===== config.mk =====
export PLATFORM = sky130hd
export DESIGN_NAME = sobel_frame_sequencer
export DESIGN_NICKNAME = d
export VERILOG_FILES = /design/src/rtl/sobel_frame_sequencer.sv
export SDC_FILE = /design/constraint.sdc
export NUM_CORES = 1
export LEC_CHECK = 0
export CORE_MARGIN = 3
export CORE_UTILIZATION = 40
export CTS_CLUSTER_SIZE = 24
export DETAILED_ROUTE_END_ITERATION = 10
export GPL_ROUTABILITY_DRIVEN = 1
export PLACE_DENSITY = 0.74
export SKIP_LAST_GASP = 1
export SLEW_MARGIN = 30
export SYNTH_ARGS = -nofsm -noshare
export SYNTH_HDL_FRONTEND = slang
export SYNTH_SLANG_ARGS = --single-unit

===== constraint.sdc =====
create_clock -name clk_i -period 4.5 [get_ports clk_i]
set_input_delay 0.675 -clock clk_i [delete_from_list [all_inputs] [get_ports clk_i]]
set_output_delay 0.675 -clock clk_i [all_outputs]
set_load 0.01 [all_outputs]

===== src/rtl/sobel_frame_sequencer.sv =====
// sobel_frame_sequencer: walks a frame pixel by pixel, hands each pixel to the
// gray/sobel core and waits (with a bounded timeout) for the core's result.
module sobel_frame_sequencer #(
  parameter int PX_WIDTH = 24,
  parameter int IMG_W    = 32,
  parameter int IMG_H    = 32,
  parameter int TIMEOUT  = 255
) (
  input  logic                     clk_i,
  input  logic                     nreset_i,
  input  logic [1:0]               cfg_select_i,
  input  logic                     frame_go_i,
  input  logic                     abort_i,
  input  logic                     px_valid_i,
  input  logic [PX_WIDTH-1:0]      px_data_i,
  output logic                     px_accept_o,
  output logic [1:0]               core_select_o,
  output logic                     core_start_o,
  output logic [PX_WIDTH-1:0]      core_px_o,
  input  logic                     core_px_ready_i,
  output logic [$clog2(IMG_W)-1:0] col_o,
  output logic [$clog2(IMG_H)-1:0] row_o,
  output logic                     busy_o,
  output logic                     frame_done_o,
  output logic                     timeout_err_o
);
  localparam int CW = $clog2(IMG_W);
  localparam int RW = $clog2(IMG_H);
  localparam int TW = $clog2(TIMEOUT + 1);

  typedef enum logic [2:0] {ST_IDLE, ST_LOAD, ST_ISSUE, ST_WAIT, ST_ADV, ST_DONE, ST_ERR} state_t;

  state_t              state_q;
  logic [1:0]          sel_q;
  logic [PX_WIDTH-1:0] px_q;
  logic [CW-1:0]       col_q;
  logic [RW-1:0]       row_q;
  logic [TW-1:0]       tmo_q;
  logic [TW-1:0]       tmo_d;
  logic                err_q;
  logic                last_col;
  logic                last_row;

  assign tmo_d    = (tmo_q == TW'(TIMEOUT)) ? tmo_q : tmo_q + 1'b1;
  assign last_col = col_q == CW'(IMG_W - 1);
  assign last_row = row_q == RW'(IMG_H - 1);

  // Strobes decode the current state so that an abort can veto them in the same cycle.
  assign px_accept_o   = state_q == ST_LOAD && px_valid_i && !abort_i;
  assign core_start_o  = state_q == ST_ISSUE && !abort_i;
  assign frame_done_o  = state_q == ST_DONE && !abort_i;
  assign busy_o        = !(state_q inside {ST_IDLE, ST_ERR});
  assign core_select_o = sel_q;
  assign core_px_o     = px_q;
  assign col_o         = col_q;
  assign row_o         = row_q;
  assign timeout_err_o = err_q;

  always_ff @(posedge clk_i or negedge nreset_i)
    if (!nreset_i) begin
      state_q <= ST_IDLE;
      sel_q   <= '0;
      px_q    <= '0;
      col_q   <= '0;
      row_q   <= '0;
      tmo_q   <= '0;
      err_q   <= 1'b0;
    end else if (abort_i && state_q != ST_IDLE) begin
      state_q <= ST_IDLE;
    end else begin
      case (state_q)
        ST_IDLE, ST_ERR:
          if (frame_go_i) begin
            state_q <= ST_LOAD;
            sel_q   <= cfg_select_i;
            col_q   <= '0;
            row_q   <= '0;
            err_q   <= 1'b0;
          end
        ST_LOAD:
          if (px_valid_i) begin
            px_q    <= px_data_i;
            state_q <= ST_ISSUE;
          end
        ST_ISSUE: begin
          tmo_q   <= '0;
          state_q <= ST_WAIT;
        end
        ST_WAIT:
          if (core_px_ready_i) state_q <= ST_ADV;
          else begin
            tmo_q <= tmo_d;
            if (tmo_d == TW'(TIMEOUT)) begin
              state_q <= ST_ERR;
              err_q   <= 1'b1;
            end
          end
        ST_ADV:
          if (last_col && last_row) state_q <= ST_DONE;
          else begin
            col_q   <= last_col ? '0 : col_q + 1'b1;
            row_q   <= last_col ? row_q + 1'b1 : row_q;
            state_q <= ST_LOAD;
          end
        ST_DONE: state_q <= ST_IDLE;
        default: state_q <= ST_IDLE;
      endcase
    end
endmodule


* Word level (Yosys, flattened, before mapping)
Cells that the tools add are included.
W data, S select, Z words.
** Word-level totals
- Bits of input ports :: 32
- Flip-flop bits (word level) :: 48
- Output and inout bits :: 41
- Logic and storage cells :: 72
** Operators by class
- Eq/ne operators :: 18
- Muxes and demuxes :: 21
- $add $sub $neg :: 3
- Reductions and logical operators :: 22
- Bitwise gates (word level) :: 1
** Operator list (count)
- $mux W5 :: 5
- $pmux W5 S2 :: 2
- $mux W3 :: 6
- $eq A8 B8 Y1 const B :: 2
- $mux W8 :: 2
- $pmux W8 S2 :: 1
- $pmux W3 S5 :: 1
- $reduce_and A3 Y1 :: 4
- $add A5 B1 Y5 const B :: 2
- $eq A5 B5 Y1 const B :: 2
- $ne A2 B2 Y1 const B :: 5
- $reduce_and A5 Y1 :: 2
- $eq A3 B3 Y1 const B :: 3
- $add A8 B1 Y8 const B :: 1
- $reduce_bool A2 Y1 :: 4
- $eq A3 B2 Y1 const B :: 2
- $logic_and A1 B1 Y1 :: 6
- $ne A4 B4 Y1 const B :: 1
- $reduce_and A4 Y1 :: 1
- $eq A3 B1 Y1 const B :: 1
- $logic_not A3 Y1 :: 1
- $mux W1 :: 3
- $ne A3 B2 Y1 const B :: 1
- $ne A3 B3 Y1 const B :: 1
- 5 further kinds :: 6

* Longest topological paths before layout
Gate-level depths: netlist (run 1).
- Word-level depth :: 7
- Gate-level depth with buffers :: 8

* Least setup slack after synthesis (run 1)
No wires, ideal clock.
- Path type :: input to output
- Start :: input abort_i
- End :: output px_accept_o
- Path slack :: 2.232 ns
- Path buffers :: 2
- Stages :: 5
- Arrival time :: 1.593 ns
- Cell sequence :: buf_2 > inv_2 > nand4_1 > inv_2 > buf_1
** On the way
- Cells in the longest elaborated chain, start to end :: 2
** RTL lines
- start, declared :: line 13 : input logic abort_i,
- $logic_not A1 Y1 :: line 49 : assign px_accept_o = state_q == ST_LOAD && px_valid_i && !abort_i;
- $logic_and A1 B1 Y1 :: line 49
- end, declared :: line 16 : output logic px_accept_o,
No other way between the ends.

* Final worst setup path (run 1)
Ends and elaborated chain as after synthesis.

==> results.txt, run 1 <==
----------------------------------------------------
[Placement]
  RD Place Congestion ... around 0.85
  IO buf count ... slightly above 70
  Detailed placement HPWL ... 4002 um
  Worst slack, placed ... about 1300 ps

[Pwr]
  Net Sw Frac ... a little over a third
  Sequential group share of total power ... between 40% and 50%
  Ratio of total power to cell area ... 478.2 mW/mm^2
  Part of the total power dissipated in combinational logic ... 39.7%
  Leakage ... 1.447 nW
  Total internal power ... ~1.0 mW
  Net switching power figure ... 0.5547 mW
  IR drop worst, VDD ... 284.5 uV
  Share of total power in the clock network ... between 10% and 20%

[Floorplan]
  I/O pin cnt ... 73
  Die Span Y ... 83.84 um
  Core ar. ... 0.005675 mm^2
  Die extent in x ... 83.84 um
  Area of the die ... around 0.0070 mm^2
  Number of placement rows ... 27
  Starting density of the core ... 42.70%

[Worst setup path]
  Ordered list of cells on the worst path ... clkdlybuf4s50_1, inv_2, nand4_1, inv_2, clkdlybuf4s50_1
  Slowest cell on the critical path ... clkdlybuf4s50_1
  CP required ... 3830 ps
  Critical-path maximum fanout ... 25
  Signal arrival time at the worst endpoint ... ~2600 ps
  Launching instance or port of the critical path ... abort_i
  CP endpoint kind ... output pin
  Sort of element at the start of the critical path ... input port
  Worst R2R Start ... col_o[0]
  Largest stage delay on the critical path ... around 620 ps
  Worst setup path class ... input port to output pin

[Drt]
  Final antenna-violating net count ... 0
  Routed length on met1 ... 2559 um
  Starting DRT DRC Count ... 117
  Amount of wire on met3 after detailed routing ... 616 um
  Iteration count of the initial detailed-routing pass ... 4
  Top routing layer in use ... met4
  Vias per cell ... 5.272
  Overall via count from detail_route ... 2172
  Routed met2 length ... 2406 um
  WL per Instance ... 13.77 um
  Total wirelength of the detailed-routed design ... 5673 um
  Drt drc ... 0

[Finish]
  Final core area utilization ... about 58%
  Most used cells in the layout excluding fill and tap cells ... 87 x nand2_1, 71 x clkdlybuf4s50_1, 48 x dfrtp_1
  Total inserted antenna cells ... 0
  Number of nets in the layout ... 376
  Filler Cell Count ... 530
  Layout Area Growth over Synthesis ... 35.52%
  Most frequent standard cell in the layout excluding fill and tap cells ... nand2_1
  Proportion of layout cells with a drive suffix above 1 ... ~6.8%

[Synth]
  Cell count after synthesis ... between 200 and 300
  Async SR Flop Fraction ... 100.0%
  Leading cell types by total area after synthesis ... dfrtp_1 50%, nand2_1 13%, a21oi_1 3.1%
  Synthesized Nets ... 310
  Flop and latch count out of synthesis ... 48
  Post-synth top area share ... 49.56%
  Seq/Total Area, Yosys ... 49.56%
  Post-synthesis cell type with the largest combined area ... dfrtp_1
  Warning count from the yosys run ... 0
  Post-synth EDFFs ... 0
  Cell area after synthesis ... approximately 0.0024 mm^2
  Top flip-flop cell by instance count after synthesis ... dfrtp_1
  Synthesized area per cell ... 8.878 um^2
  Library cells used by synthesis ... 55

[Timing]
  Share of the clock period used by the worst path after layout ... 71.59%
  Post-Route Setup TNS ... 0 ps
  Post-layout min period ... 3221 ps
  Min setup slack post-route ... 1279 ps
  Max Clock Skew ... a little over 5 ps
  Relative slew slack ... between 50% and 60%
  Unrepaired setup endpoints after global routing ... false
  Number of slew-limit violations in the final report ... 0
  Final setup violating endpoints ... 0
  Hold Fails Final Rpt ... 0
  Achievable frequency ... 310.4 MHz
  Transition time of the tightest slew-check pin ... between 700 and 800 ps

[Global route]
  Antenna violations before repair ... 0
  Number of global-route vias before repair ... 2149
  Maximum number of pins on one net before global-route repair ... 49
  Total global routing track utilization ... 17.00%
  Global-route congestion overflow total ... 0
  First-pass GRT wire length ... 9867 um

[Run status]
  Result of the run ... completed

[Min path]
  HP Class ... input port to async pin

[Clock network]
  Clock latency on the worst-skew pair ... 300 ps
  Num Clock Sinks ... 48
  Hold-fix buffer count after cts ... 0
  Clock root buffer ... clkbuf_8
  CTS buffer count ... 5
  H-tree lvl count ... 2
  Reg clk slew, reported paths ... 80 ps
  Setup bufs post-CTS ... 0
  Gates resized, CTS repair ... 0
  CTS tree ... done
  Clk buf depth ... 2

[Flow run]
  Number of violations of the max-capacitance limit ... 0

----------------------------------------------------
==> worst max-delay path: cells and delay by family <==
family / cells / cell delay [ps]
buffers and inverters: 4 / 1730
and+or+nand+nor: 1 / 140
==> cells in the mapped netlist (all sizes together) (4+ instances only) <==
library cell	n
a21oi	15
buf	5
clkbuf	9
dfrtp	48
ha	5
inv	6
nand2	87
nand2b	7
nand3	8
nor2	11
nor3	5
o21ai	10
o2bb2ai	4
==> path summary, 6_finish.rpt <==
check	endpoint	slack, ps	cells past startpoint
max	px_accept_o	1280	5
min	col_o[0]	370	1
max reg2reg	col_o[3]	2030	8
min reg2reg	core_px_o[10]	480	2
max in group asynchronous	core_px_o[7]	3720	1
min in group clk_i	core_px_o[10]	480	2
==> metrics by stage <==
stage               cells  hold slack [ps]  area (um^2)  power, mW
floorplan             273            379.4         2424     0.9672
global placement      404            456.9         3179      1.295
detailed placement    404            461.7         3187      1.311
CTS                   412            400.9         3284      1.591
global route          412            423.3         3284      1.683
finish                412            373.7         3284      1.571
==> routing by layer <==
metal  GRT usage [%]  vias up
li1                -     1073
met1           22.51     1007
met2           24.95       84
met3           7.305        8
met4           5.702        0
met5               0        -
==> power groups by stage <==
stage	logic (mW)	clock network, mW	registers (mW)
3_3_place_gp	0.618	0	0.676
3_5_place_dp	0.628	0	0.683
4_1_cts	0.632	0.282	0.677
6_report	0.623	0.272	0.676
2_1_floorplan	0.274	0	0.693
5_1_grt	0.687	0.297	0.699
==> registers in the layout, indices dropped and copies added (netlist names) <==
| register | count |
|---|---|
| col_o | 5 |
| core_px_o | 24 |
| core_select_o | 2 |
| row_o | 5 |
| state_q | 3 |
| timeout_err_o | 1 |
| tmo_q | 8 |
==> layout make-up <==
type | count | area (um^2) | area share (%)
clock buffer | 6 | 82.58 | 2.514
multi-input combinational | 205 | 1147 | 34.93
sequential | 48 | 1201 | 36.57
clock inverter | 2 | 15.01 | 0.4571
tap | 72 | 90.09 | 2.743
inverter | 6 | 22.52 | 0.6857
timing repair buffer | 73 | 725.7 | 22.10
==> logic make-up after synthesis <==
group	synth area share, %
adder cells (fa/ha/maj)	2.581
AND/OR/NAND/NOR	26.69
multiplexers	1.755
buffers and inverters	3.304
XOR/XNOR	0.7229
AO/OA/AOI/OAI	15.39
flip-flops	49.56
Note: power is estimated with default switching activity, not from simulation.
==> run 2, diff against run 1 <==
Settings changed: PLACE_DENSITY 0.74 to 0.76.
Clock period 4.5 ns to 2.6 ns, I/O delays scaled along.
==> results.txt, run 2 (synthesized netlist as in run 1, its figures left out) <==
----------------------------------------------------
[Drt]
  Starting DRT DRC Count ... a little under 80
  Final antenna-violating net count ... 0
  Vias per cell ... ~5.2
  WL per Instance ... 13.62 um
  Total wirelength of the detailed-routed design ... 5694 um
  Overall via count from detail_route ... approximately 2200
  Drt drc ... 0
  Iteration count of the initial detailed-routing pass ... 4

[Placement]
  IO buf count ... 72
  RD Place Congestion ... 0.8167
  Detailed placement HPWL ... 4155 um

[Finish]
  Most used cells in the layout excluding fill and tap cells ... 87 x nand2_1, 71 x clkdlybuf4s50_1, 48 x dfrtp_1
  Combined area of the multi-input logic cells ... 0.001145 mm^2
  Final core area utilization ... 58.47%
  Most frequent standard cell in the layout excluding fill and tap cells ... nand2_1
  Flip-flop count of the largest register after layout ... 24
  Total inserted antenna cells ... 0
  Footprint of the flip-flops and latches ... around 0.0012 mm^2
  Number of nets in the layout ... 383
  Layout Area Growth over Synthesis ... 36.91%
  Proportion of layout cells with a drive suffix above 1 ... just over 8%
  Filler Cell Count ... around 520

[Clock network]
  H-tree lvl count ... 2
  CTS tree ... done
  Num Clock Sinks ... 48
  CTS buffer count ... 5
  Setup bufs post-CTS ... 0
  Reg clk slew, reported paths ... 90 ps
  Clock root buffer ... clkbuf_8
  Clk buf depth ... 2
  Clock latency on the worst-skew pair ... 300 ps

[Floorplan]
  Starting density of the core ... 42.70%
  Die Span Y ... 83.84 um
  Area of the die ... roughly 0.007 mm^2
  I/O pin cnt ... between 70 and 80
  Die extent in x ... 83.84 um
  Number of placement rows ... 27
  Core ar. ... 0.005675 mm^2

[Pwr]
  Power after layout ... 2.702 mW
  Leakage ... 1.477 nW
  Ratio of total power to cell area ... 814.3 mW/mm^2
  IR drop worst, VDD ... 582.1 uV

[Worst setup path]
  CP required ... 2780 ps
  Signal arrival time at the worst endpoint ... 2550 ps
  Sort of element at the start of the critical path ... flip-flop
  CP endpoint kind ... flip-flop
  Critical-path maximum fanout ... 7
  Worst setup path class ... flip-flop to flip-flop

[Timing]
  Achievable frequency ... 422.6 MHz
  Number of slew-limit violations in the final report ... 0
  Post-Route Setup TNS ... 0 ps
  Relative slew slack ... 58.65%
  Max Clock Skew ... 6.963 ps
  Share of the clock period used by the worst path after layout ... 91.02%
  Hold Fails Final Rpt ... 0
  Post-layout min period ... 2366 ps
  Unrepaired setup endpoints after global routing ... false
  Transition time of the tightest slew-check pin ... 612.2 ps
  Final setup violating endpoints ... 0

[Global route]
  Antenna violations before repair ... 0
  Total global routing track utilization ... between 10% and 20%
  Global-route congestion overflow total ... 0
  Number of global-route vias before repair ... 2154
  First-pass GRT wire length ... 9804 um
  Maximum number of pins on one net before global-route repair ... 25

[Flow run]
  Number of violations of the max-capacitance limit ... 0

[Run status]
  Result of the run ... completed

[Min path]
  HP Class ... flip-flop to flip-flop

----------------------------------------------------
==> run 2: path summary, 6_finish.rpt <==
kind                          startpoint            end  slack, ps  cells past startpoint
min in group asynchronous       nreset_i       col_o[4]        530                      2
max reg2reg                     col_o[0]       row_o[3]        230                      8
max                             col_o[0]       row_o[3]        230                      8
max in group asynchronous       nreset_i   core_px_o[1]       1520                      3
min reg2reg                core_px_o[18]  core_px_o[18]        470                      2
min                        core_px_o[18]  core_px_o[18]        470                      2
==> run 2: stage by stage <==
step                area [um^2]  hold WS (ps)  cells  worst slack [ps]
floorplan                  2424         94.41    273             518.3
global placement           3224         311.7    410             279.7
detailed placement         3224         312.6    410             193.9
CTS                        3316         482.9    418             173.5
global route               3318         512.7    418             56.64
finish                     3318         474.4    418             233.6
==> run 2: critical path, stage by stage, from the launching register on <==
cell,delay [ps]
dfrtp_1,430
ha_1,240
and3_1,190
ha_1,220
nand3b_1,120
a41oi_1,300
nor4_1,530
xnor2_1,170
nor2_1,60
==> run 2: area by class of cell <==
cell class / count / area share, %
sequential: 48 / 36.20
multi-input combinational: 205 / 34.50
timing repair buffer: 80 / 23.45
tap: 72 / 2.715
clock buffer: 5 / 2.074
inverter: 6 / 0.6787
clock inverter: 2 / 0.3771
==> run 2: metal layers <==
layer	part of all wire, %	wire length, um	up-vias	GRT usage (%)
met5	0	0	-	0
met4	0.60	34	0	4.532
met3	7.9	447	4	5.528
met2	45	2553	70	26.75
met1	47	2659	1014	21.90
li1	-	-	1093	-
==> run 2: repair_timing <==
item                                    CTS  global route
hold buffers                              1             0
endpoints found under the setup margin    0             2
resized for setup                         0             1
endpoints found under the hold margin    13             0
==> run 2: report_power, final <==
group | switching (mW) | total [mW] | internal (mW)
Combinational | 0.548 | 1.15 | 0.598
Sequential | 0.163 | 1.13 | 0.966
Clock | 0.244 | 0.427 | 0.182
